`config.mk`:
```
export PLATFORM = sky130hd
export DESIGN_NAME = multicycle_controller
export DESIGN_NICKNAME = d
export VERILOG_FILES = /design/src/rtl/multicycle_controller.sv
export SDC_FILE = /design/constraint.sdc
export NUM_CORES = 1
export LEC_CHECK = 0
export ABC_AREA = 1
export CAP_MARGIN = 20
export CORE_MARGIN = 1
export CORE_UTILIZATION = 35
export CTS_BUF_LIST = sky130_fd_sc_hd__clkbuf_4 sky130_fd_sc_hd__clkbuf_8
export CTS_CLUSTER_DIAMETER = 50
export DETAILED_ROUTE_END_ITERATION = 6
export DONT_BUFFER_PORTS = 1
export PLACE_DENSITY_LB_ADDON = 0.12
export SLEW_MARGIN = 20
export SYNTH_ARGS = -nofsm -noshare
export SYNTH_HDL_FRONTEND = slang
export SYNTH_SLANG_ARGS = --single-unit
export TNS_END_PERCENT = 100
```
`constraint.sdc`:
```
create_clock -name clk -period 2 [get_ports clk]
set_clock_uncertainty 0.15 [all_clocks]
set_input_delay 0.4 -clock clk [delete_from_list [all_inputs] [get_ports clk]]
set_output_delay 0.4 -clock clk [all_outputs]
set_load 0.03 [all_outputs]
```
`src/rtl/multicycle_controller.sv`:
```
// multicycle_controller: main control FSM for the multicycle RV32I core.
// Sequences the shared ALU, the unified memory port and the register file,
// stalls on memory wait states and counts retired instructions.
// Ports:
//   clk, rst            clock, synchronous active-high reset
//   op, funct3_0        opcode and funct3[0] of the instruction register
//   zero, mem_ready     ALU zero flag, memory access completes this cycle
//   PCWrite..RegWrite   datapath strobes and 1-bit selects
//   ResultSrc..ImmSrc   datapath 2-bit selects
//   retire, instret     completion pulse and retired-instruction count
//   trap, state_o       sticky illegal-opcode flag, current state
module multicycle_controller #(
  parameter int CNT_W = 32
) (
  input  logic             clk,
  input  logic             rst,
  input  logic [6:0]       op,
  input  logic             funct3_0,
  input  logic             zero,
  input  logic             mem_ready,
  output logic             PCWrite,
  output logic             AdrSrc,
  output logic             MemWrite,
  output logic             IRWrite,
  output logic             RegWrite,
  output logic [1:0]       ResultSrc,
  output logic [1:0]       ALUSrcA,
  output logic [1:0]       ALUSrcB,
  output logic [1:0]       ALUOp,
  output logic [1:0]       ImmSrc,
  output logic             retire,
  output logic [CNT_W-1:0] instret,
  output logic             trap,
  output logic [3:0]       state_o
);

  localparam logic [6:0] OP_LW  = 7'b0000011;
  localparam logic [6:0] OP_SW  = 7'b0100011;
  localparam logic [6:0] OP_R   = 7'b0110011;
  localparam logic [6:0] OP_I   = 7'b0010011;
  localparam logic [6:0] OP_BR  = 7'b1100011;
  localparam logic [6:0] OP_JAL = 7'b1101111;

  typedef enum logic [3:0] {
    S_FETCH    = 4'd0,
    S_DECODE   = 4'd1,
    S_MEMADR   = 4'd2,
    S_MEMREAD  = 4'd3,
    S_MEMWB    = 4'd4,
    S_MEMWRITE = 4'd5,
    S_EXECR    = 4'd6,
    S_EXECI    = 4'd7,
    S_ALUWB    = 4'd8,
    S_BRANCH   = 4'd9,
    S_JAL      = 4'd10,
    S_TRAP     = 4'd11
  } state_t;

  state_t           r_state;
  state_t           w_next;
  logic [CNT_W-1:0] r_instret;
  logic             r_trap;
  logic             w_pcw, w_mw, w_irw, w_rw, w_ret;

  always_comb begin
    w_next    = r_state;
    w_pcw     = 1'b0;
    w_mw      = 1'b0;
    w_irw     = 1'b0;
    w_rw      = 1'b0;
    w_ret     = 1'b0;
    AdrSrc    = 1'b0;
    ResultSrc = 2'b00;
    ALUSrcA   = 2'b00;
    ALUSrcB   = 2'b00;
    ALUOp     = 2'b00;
    case (r_state)
      S_FETCH: begin
        ALUSrcB   = 2'b10;
        ResultSrc = 2'b10;
        w_irw     = mem_ready;
        w_pcw     = mem_ready;
        if (mem_ready) w_next = S_DECODE;
      end
      S_DECODE: begin
        ALUSrcA = 2'b01;
        ALUSrcB = 2'b01;
        case (op)
          OP_LW, OP_SW: w_next = S_MEMADR;
          OP_R:         w_next = S_EXECR;
          OP_I:         w_next = S_EXECI;
          OP_BR:        w_next = S_BRANCH;
          OP_JAL:       w_next = S_JAL;
          default:      w_next = S_TRAP;
        endcase
      end
      S_MEMADR: begin
        ALUSrcA = 2'b10;
        ALUSrcB = 2'b01;
        w_next  = (op == OP_SW) ? S_MEMWRITE : S_MEMREAD;
      end
      S_MEMREAD: begin
        AdrSrc = 1'b1;
        if (mem_ready) w_next = S_MEMWB;
      end
      S_MEMWB: begin
        ResultSrc = 2'b01;
        w_rw      = 1'b1;
        w_ret     = 1'b1;
        w_next    = S_FETCH;
      end
      S_MEMWRITE: begin
        AdrSrc = 1'b1;
        w_mw   = 1'b1;
        w_ret  = mem_ready;
        if (mem_ready) w_next = S_FETCH;
      end
      S_EXECR: begin
        ALUSrcA = 2'b10;
        ALUOp   = 2'b10;
        w_next  = S_ALUWB;
      end
      S_EXECI: begin
        ALUSrcA = 2'b10;
        ALUSrcB = 2'b01;
        ALUOp   = 2'b10;
        w_next  = S_ALUWB;
      end
      S_ALUWB: begin
        w_rw   = 1'b1;
        w_ret  = 1'b1;
        w_next = S_FETCH;
      end
      S_BRANCH: begin
        ALUSrcA = 2'b10;
        ALUOp   = 2'b01;
        w_pcw   = zero ^ funct3_0;
        w_ret   = 1'b1;
        w_next  = S_FETCH;
      end
      S_JAL: begin
        ALUSrcA = 2'b01;
        ALUSrcB = 2'b10;
        w_pcw   = 1'b1;
        w_next  = S_ALUWB;
      end
      S_TRAP:  w_next = S_TRAP;
      default: w_next = S_TRAP;
    endcase
  end

  always_comb begin
    case (op)
      OP_LW, OP_I: ImmSrc = 2'b00;
      OP_SW:       ImmSrc = 2'b01;
      OP_BR:       ImmSrc = 2'b10;
      OP_JAL:      ImmSrc = 2'b11;
      default:     ImmSrc = 2'b00;
    endcase
  end

  // Write strobes and retire are masked during reset so an aborted
  // instruction leaves no architectural side effect.
  assign PCWrite  = w_pcw & ~rst;
  assign MemWrite = w_mw  & ~rst;
  assign IRWrite  = w_irw & ~rst;
  assign RegWrite = w_rw  & ~rst;
  assign retire   = w_ret & ~rst;

  always_ff @(posedge clk) begin
    if (rst) begin
      r_state   <= S_FETCH;
      r_instret <= '0;
      r_trap    <= 1'b0;
    end else begin
      r_state <= w_next;
      r_trap  <= (w_next == S_TRAP);
      if (w_ret) r_instret <= r_instret + CNT_W'(1);
    end
  end

  assign instret = r_instret;
  assign trap    = r_trap;
  assign state_o = r_state;

endmodule
```
After elaboration in Yosys (flattened, before gate mapping)
Index checks and enable logic that the tools add are counted.
{"block": "word_totals", "inputBits": 12, "register_bits": 37, "output_inout_bits": 53, "wordCells": 56}
{"block": "op_classes", "n_reduce_logical": 11, "addsub": 1, "bitwise": 7, "n_mux": 17, "n_eq_ne": 17}
{"op": "32-bit by 1-bit adder with 32-bit output (second input constant)", "count": 1}
{"op": "4-bit one-hot mux with 7 select lines", "count": 1}
{"op": "4-bit one-hot mux with 5 select lines", "count": 1}
{"op": "4-bit by 3-bit == test with 1-bit output (second input constant)", "count": 4}
{"op": "4-bit == test (second input constant)", "count": 4}
{"op": "2-bit one-hot mux with 2 select lines", "count": 4}
{"op": "7-bit by 6-bit == test with 1-bit output (second input constant)", "count": 2}
{"op": "7-bit == test (second input constant)", "count": 2}
{"op": "4-bit two-way mux", "count": 3}
{"op": "2-bit OR reduction", "count": 6}
{"op": "3-bit OR reduction", "count": 3}
{"op": "4-bit by 2-bit == test with 1-bit output (second input constant)", "count": 2}
{"op": "7-bit by 2-bit == test with 1-bit output (second input constant)", "count": 1}
{"op": "7-bit by 5-bit == test with 1-bit output (second input constant)", "count": 1}
{"op": "2-bit one-hot mux with 3 select lines", "count": 1}
{"op": "1-bit bitwise AND", "count": 5}
{"op": "4-bit by 1-bit == test with 1-bit output (second input constant)", "count": 1}
{"op": "4-bit zero test", "count": 1}
{"op": "1-bit two-way mux", "count": 4}
{"op": "4-bit OR reduction", "count": 1}
{"op": "3-bit two-way mux", "count": 1}
{"op": "1-bit one-hot mux with 3 select lines", "count": 1}
{"op": "1-bit one-hot mux with 2 select lines", "count": 1}
{"op": "1-bit inverter", "count": 1}
{"op": "1-bit XOR", "count": 1}

Depth between registers and ports, before layout
Gate-level depths: netlist (run 1).
{"block": "logic_depth", "depth_word": 5, "depth_mapped": 11, "depth_no_buf": 11}

Worst setup path before layout (run 1)
Ideal clock, no wire load.
{"block": "synth_path", "kind": "register to output", "startpoint": "reg r_state[3], in the netlist state_o[3]", "endpoint": "out PCWrite", "required_time_ps": 1450, "stages_incl_launch_ff": 6, "path_buffers": 0, "path_slack_ps": -437, "arrival_time_ps": 1887, "cell_sequence": "dfxtp_1 -> nor2_1 -> inv_1 -> nor2_1 -> nand2_1 -> a21oi_1"}
{"block": "synth_via", "elab_chain_cells": 3, "word_cells_on_any_way": 5, "cone_classes": "eq/ne: 2; mux: 1; bitwise: 1; reduce/logical: 1"}
{"element": "start: declaration", "line": "59", "text": "state_t r_state;"}
{"element": "start signal: assignment", "line": "176", "text": "r_state <= w_next;"}
{"element": "4-bit == test / 4-bit zero test (equally long branches)", "line": "77", "text": "case (r_state)"}
{"element": "1-bit one-hot mux with 3 select lines *", "line": "77"}
{"element": "1-bit bitwise AND *", "line": "164", "text": "assign PCWrite = w_pcw & ~rst;"}
{"element": "end: declaration", "line": "21", "text": "output logic PCWrite,"}
Every way passes the cells marked *; elsewhere a longest branch is shown, timed or not.

Worst setup path in the final report (run 1)
{"block": "layout_path", "startpoint": "reg r_state[2], in the netlist state_o[2]", "endpoint": "out retire"}
{"block": "layout_via", "elab_chain_cells": 4, "word_cells_on_any_way": 7, "cone_classes": "eq/ne: 4; mux: 1; bitwise: 1; reduce/logical: 1"}
{"element": "4-bit == test / 4-bit by 3-bit == test with 1-bit output (equally long branches)", "line": "77"}
{"element": "3-bit OR reduction (no line)"}
{"element": "1-bit one-hot mux with 2 select lines *", "line": "77"}
{"element": "1-bit bitwise AND *", "line": "168", "text": "assign retire = w_ret & ~rst;"}
{"element": "end: declaration", "line": "31", "text": "output logic retire,"}
Marks and branches as above.

==> run metrics, run 1 <==
run status finished, final reports clean; initial antenna violation count 0; Yosys reg bits 37; Antenna Nets Post-Route 0; Max-slew headroom 0.729; max incr delay on CP 0.43 ns; Worst Path Max Fanout 7; CTS Hold Bufs 0; vias per inst around 4.7; die footprint 0.00737 mm²; Netlist cell types 28; DRT iter0 DRCs 111; Die Y 85.9 µm; syn avg cell area ~5.7 µm²; grt total ovfl 0; Total GRT Usage 0.200; Final TNS setup 0 ns; worst hold path class in -> reg; Seq/Total Area, Yosys 0.301; ANT cells 0; hpwl dp about 5300 µm; Main synth FF type dfxtp_1; RSZ-0062 raised after global routing true; largest net degree at the start of global routing 29; Initial Utilization 0.362; cells along the critical path nand2_2, nor2_4, nand2_2, nand3_4, nand2_1, inv_2; CP required 1.45 ns; Clk pwr share 0.224; switching part of the total 0.436; # setup viols final 0; Internal Power approximately 1.4 mW; Max Root-Sink Buffers 2; worst slew pin tran 0.406 ns; gpl congestion 0.861; Synth Warn # 0; cts bufs inserted 5; asr flop ratio synth 0; nets slightly below 500; first-pass GRT wire length ~12,000 µm; Synth Instances 430; Critical Path Start Type flop; Peak VDD IR ~0.47 mV; I/O Pins 65; DP Cell Count 563; critical path endpoint category output port; FP Rows 30; Leakage 1.26 nW; final hold viol count 0; Mapped Area 0.00246 mm²; total wire length 6950 µm; Comb pwr share 0.439; drt wl/cell 12.1 µm; EDFF count, synth 0; Psw 1.08 mW; vias in the first global route around 2,600; # clock sinks 37; max-slew violations 0; Die Width 85.9 µm; CP Data Arrival Time 1.40 ns; count leader, synth nand2_1; clk slew on worst S/H paths 0.07 ns; Syn-to-layout area delta 23.7%; Skew-Pair Late Insertion Delay 0.29 ns; top cell type's share of synthesized area 0.301; DRC 0; Pwr per Cell Area about 820 mW/mm²; htree depth 2; CTS tree built; Fin Hold WS roughly 0.018 ns; layout cells sized above 1 0.195; slowest CP cell dfxtp_4; minimum clock period 1.95 ns; Finished Layout Cells 572; sequential power share 0.338; max_cap viols 0; final critical-path share of the clock period 0.976; Mapped Nets roughly 440; synth top area cells dfxtp_1 30%, nand2_1 24%, nor2_1 13%, inv_1 7.2%, a21oi_1 4.9%; Crit path top cell by count nand2_2; synth cell count leaders 156 x nand2_1, 84 x nor2_1, 47 x inv_1; port buffer count 0; Core Area 0.00679 mm²; drt first pass iters 4; Pwr Total 2.48 mW; Yosys top cell by area dfxtp_1; critical path class reg -> out; Root Buffer clkbuf_8; Max Clk Rate 513 MHz; via count 2,706
-- layer usage --
metal | vias up | wire [µm] | track usage
li1 | 1414 | - | -
met4 | 0 | 84 | 0.0621
met5 | - | 0 | 0
met1 | 1225 | 3290 | 0.254
met3 | 9 | 375 | 0.0452
met2 | 58 | 3200 | 0.338
-- flip-flops by register name (all words and copies together) (netlist names) --
register and count:
instret 32, trap 1, state_o 4
-- critical path, delay by kind of cell (launching register included) --
kind | cells | cell delay, ns
flip-flops | 1 | 0.43
AND/OR/NAND/NOR | 5 | 0.55
buffers and inverters | 1 | 0.14
-- cells in the final DEF, fill, tap and decap left out, types with 2 or more instances in the layout --
cell,netlist,routed
nand2_4,0,2
dfxtp_1,37,33
o21bai_1,2,2
clkbuf_8,0,6
dfxtp_2,0,3
nor2_2,6,11
nand2_2,5,7
a21oi_1,24,23
nand3_1,21,21
xor2_1,9,9
nor2_4,1,4
nor3_1,5,5
o21ai_0,7,7
nand4_1,2,2
buf_4,0,47
inv_1,47,44
nor2_1,84,76
xnor2_1,3,3
inv_2,4,7
o21ai_1,2,2
nand2_1,156,152
-- cell families (layout without fill, tap and decap cells) --
family	Yosys count	count (layout)	share of synthesized area
AO/OA/AOI/OAI	38	38	0.0813
AND/OR/NAND/NOR	282	282	0.468
XOR/XNOR	12	12	0.0427
buffers and inverters	60	106	0.102
flip-flops	37	37	0.301
adder cells (fa/ha/maj)	1	1	0.00508
-- power by group through the flow --
stage          Clock (mW)  Combinational (mW)  Sequential [mW]
2_1_floorplan           0               0.717            0.914
3_5_place_dp            0                1.02            0.842
5_1_grt             0.594                1.18            0.845
3_3_place_gp            0                1.02            0.840
6_report            0.555                1.09            0.838
4_1_cts             0.565                1.04            0.827
-- area by class of cell --
cell class,instances,area (µm²)
clock buffers,7,90.1
fillers,742,3750
inverters,52,196
multi-input cells,333,1540
flip-flops and latches,37,748
well taps,96,120
repair buffers,47,353
-- what timing repair did --
item / 4_1_cts / 5_1_grt
endpoints found under the hold margin: 0 / 0
setup endpoints to repair: 3 / 7
pin swaps: 1 / 3
buffers inserted: 0 / 2
gates resized for setup: 8 / 10
-- through the flow --
stage	setup WS, ns	util	cell area (µm²)
floorplan	-0.0195	-	2490
finish	0.0489	0.448	3050
global route	-0.0343	0.448	3050
CTS	0.00315	0.442	3010
global placement	0.214	0.427	2900
detailed placement	0.166	0.427	2900
-- worst paths after layout --
check	from	cells past startpoint	endpoint	slack, ns
worst max-delay path	state_o[2]	6	retire	0.05
worst min register to register	instret[6]	2	instret[6]	0.38
worst min-delay path	rst	1	state_o[2]	0.02
worst max register to register	state_o[2]	9	instret[10]	0.23
Note: power is estimated with default switching activity, not from simulation.
==> run 2: changes to the inputs <==
--- a/config.mk
+++ b/config.mk
@@ -13,7 +13,9 @@
 export CTS_CLUSTER_DIAMETER = 50
 export DETAILED_ROUTE_END_ITERATION = 6
 export DONT_BUFFER_PORTS = 1
+export GPL_TIMING_DRIVEN = 0
 export PLACE_DENSITY_LB_ADDON = 0.12
+export RECOVER_POWER = 100
 export SLEW_MARGIN = 20
 export SYNTH_ARGS = -nofsm -noshare
 export SYNTH_HDL_FRONTEND = slang
==> run metrics, run 2 (synthesis results as in run 1) <==
run status complete, but fails checks; failing checks negative setup slack; Core Area around 0.0068 mm²; Crit path top cell by count nor2_4; Initial Utilization 0.362; ANT cells 0; Critical Path Start Type flop; nets 461; max-slew violations 0; total wire length approximately 7000 µm; first-pass GRT wire length between 10,000 and 15,000 µm; htree depth 2; via count 2,549; critical path class reg -> out; Max Root-Sink Buffers 2; CP Data Arrival Time 1.55 ns; gpl congestion 0.869; Final TNS setup -0.290 ns; CP required 1.45 ns; minimum clock period 2.10 ns; commonest cells after routing, fill and taps aside 149 x nand2_1, 71 x nor2_1, 40 x inv_1, 23 x a21oi_1, 21 x nand3_1; Leakage 1.12 nW; commonest non-fill, non-tap cell in the layout nand2_1; Root Buffer clkbuf_8; port buffer count 0; Final Util 0.438; PnR worst setup slack -0.0972 ns; worst slew pin tran 0.675 ns; Antenna Nets Post-Route 0; # setup viols final 5; CTS tree built; Finished Layout Cells approximately 540; vias in the first global route 2,385; initial antenna violation count 0; max_cap viols 0; cts bufs inserted 5; Peak VDD IR 0.392 mV; cell family with most CP delay flip-flops; clk slew on worst S/H paths 0.07 ns; layout cells sized above 1 0.212; cells along the critical path inv_4, nor2_4, nand2_4, buf_6, nor2_4, nor2_2, a21oi_4; final critical-path share of the clock period 1.05; Max Clk Rate 477 MHz; vias per inst around 4.7; largest net degree at the start of global routing 11; FP Rows 30; max FFs per register 32; Die Width approximately 86 µm; I/O Pins 65; DP Cell Count 526; die footprint 0.00737 mm²; # clock sinks 37; Syn-to-layout area delta 20.8%; DRT iter0 DRCs 109; Pwr per Cell Area approximately 880 mW/mm²; Die Y 85.9 µm; Post-Place Worst Slack -0.391 ns; drt wl/cell 13.1 µm; DRC 0; drt first pass iters 4; Max-slew headroom 0.548; critical path endpoint category output port; WP buf/inv 2; hpwl dp 5420 µm; grt total ovfl 0; worst hold path class in -> reg; Total GRT Usage 0.202; final hold viol count 0; Skew-Pair Late Insertion Delay 0.29 ns; slowest CP cell dfxtp_4; max incr delay on CP 0.47 ns; RSZ-0062 raised after global routing true; Worst Path Max Fanout 5
## run 2: cell count changes in the layout (fill, tap and decap cells not counted), moves of 3 or more
cell / delta
buf_6: +4
inv_1: -4
dfxtp_1: -17
dfxtp_2: +12
nor2_4: +4
buf_4: -39
nand2_1: -3
nor2_1: -5
nand2_4: +5
dfxtp_4: +5
## run 2: layer usage
metal,up-vias,global-route usage,wire length [µm]
li1,1361,-,-
met4,0,0.0530,137
met3,10,0.0616,391
met5,-,0,0
met1,1115,0.255,3330
met2,63,0.332,3260
## run 2: timing repair
| item | 4_1_cts | 5_1_grt |
|---|---|---|
| resized for setup | 43 | 32 |
| endpoints found under the hold margin | 0 | 0 |
| setup buffers | 8 | 4 |
| setup endpoints to repair | 20 | 25 |
| hold buffers | 0 | 0 |
| pin swaps | 11 | 6 |
## run 2: metrics by stage
step	hold slack (ns)	cell area [µm²]	power, mW
final	0.269	2980	2.62
after global routing	0.309	2980	2.77
after CTS	0.259	2880	2.57
after detailed placement	0.500	2610	1.78
after global placement	0.494	2610	1.78
after floorplan	0.460	2490	1.63
## run 2: where the power goes
part           internal, mW  switching (mW)  leakage (nW)
sequential            0.797           0.173         0.311
clock                 0.287           0.258        0.0477
combinational         0.361           0.743         0.761
## run 2: final timing paths
| path | slack (ns) | end | from | depth (start not counted) |
|---|---|---|---|---|
| worst max-delay path | -0.1 | PCWrite | state_o[0] | 7 |
| worst min-delay path | 0.27 | state_o[2] | mem_ready | 4 |
| worst max register to register | 0.15 | instret[29] | instret[17] | 9 |
| worst min register to register | 0.40 | instret[1] | instret[1] | 2 |
## run 2: area by class of cell
type                    count  area (µm²)
multi-input cells         333        1610
inverters                  52         210
repair buffers             12         114
plain buffers               7        50.0
fillers                   719        3820
well taps                  96         120
clock buffers               7        90.1
flip-flops and latches     37         782
## run 2: tightest hold or removal path, cell delays in order
cell     delay [ns]
inv_1          0.04
o21ai_0        0.08
nor2_1         0.10
nor2_1         0.04
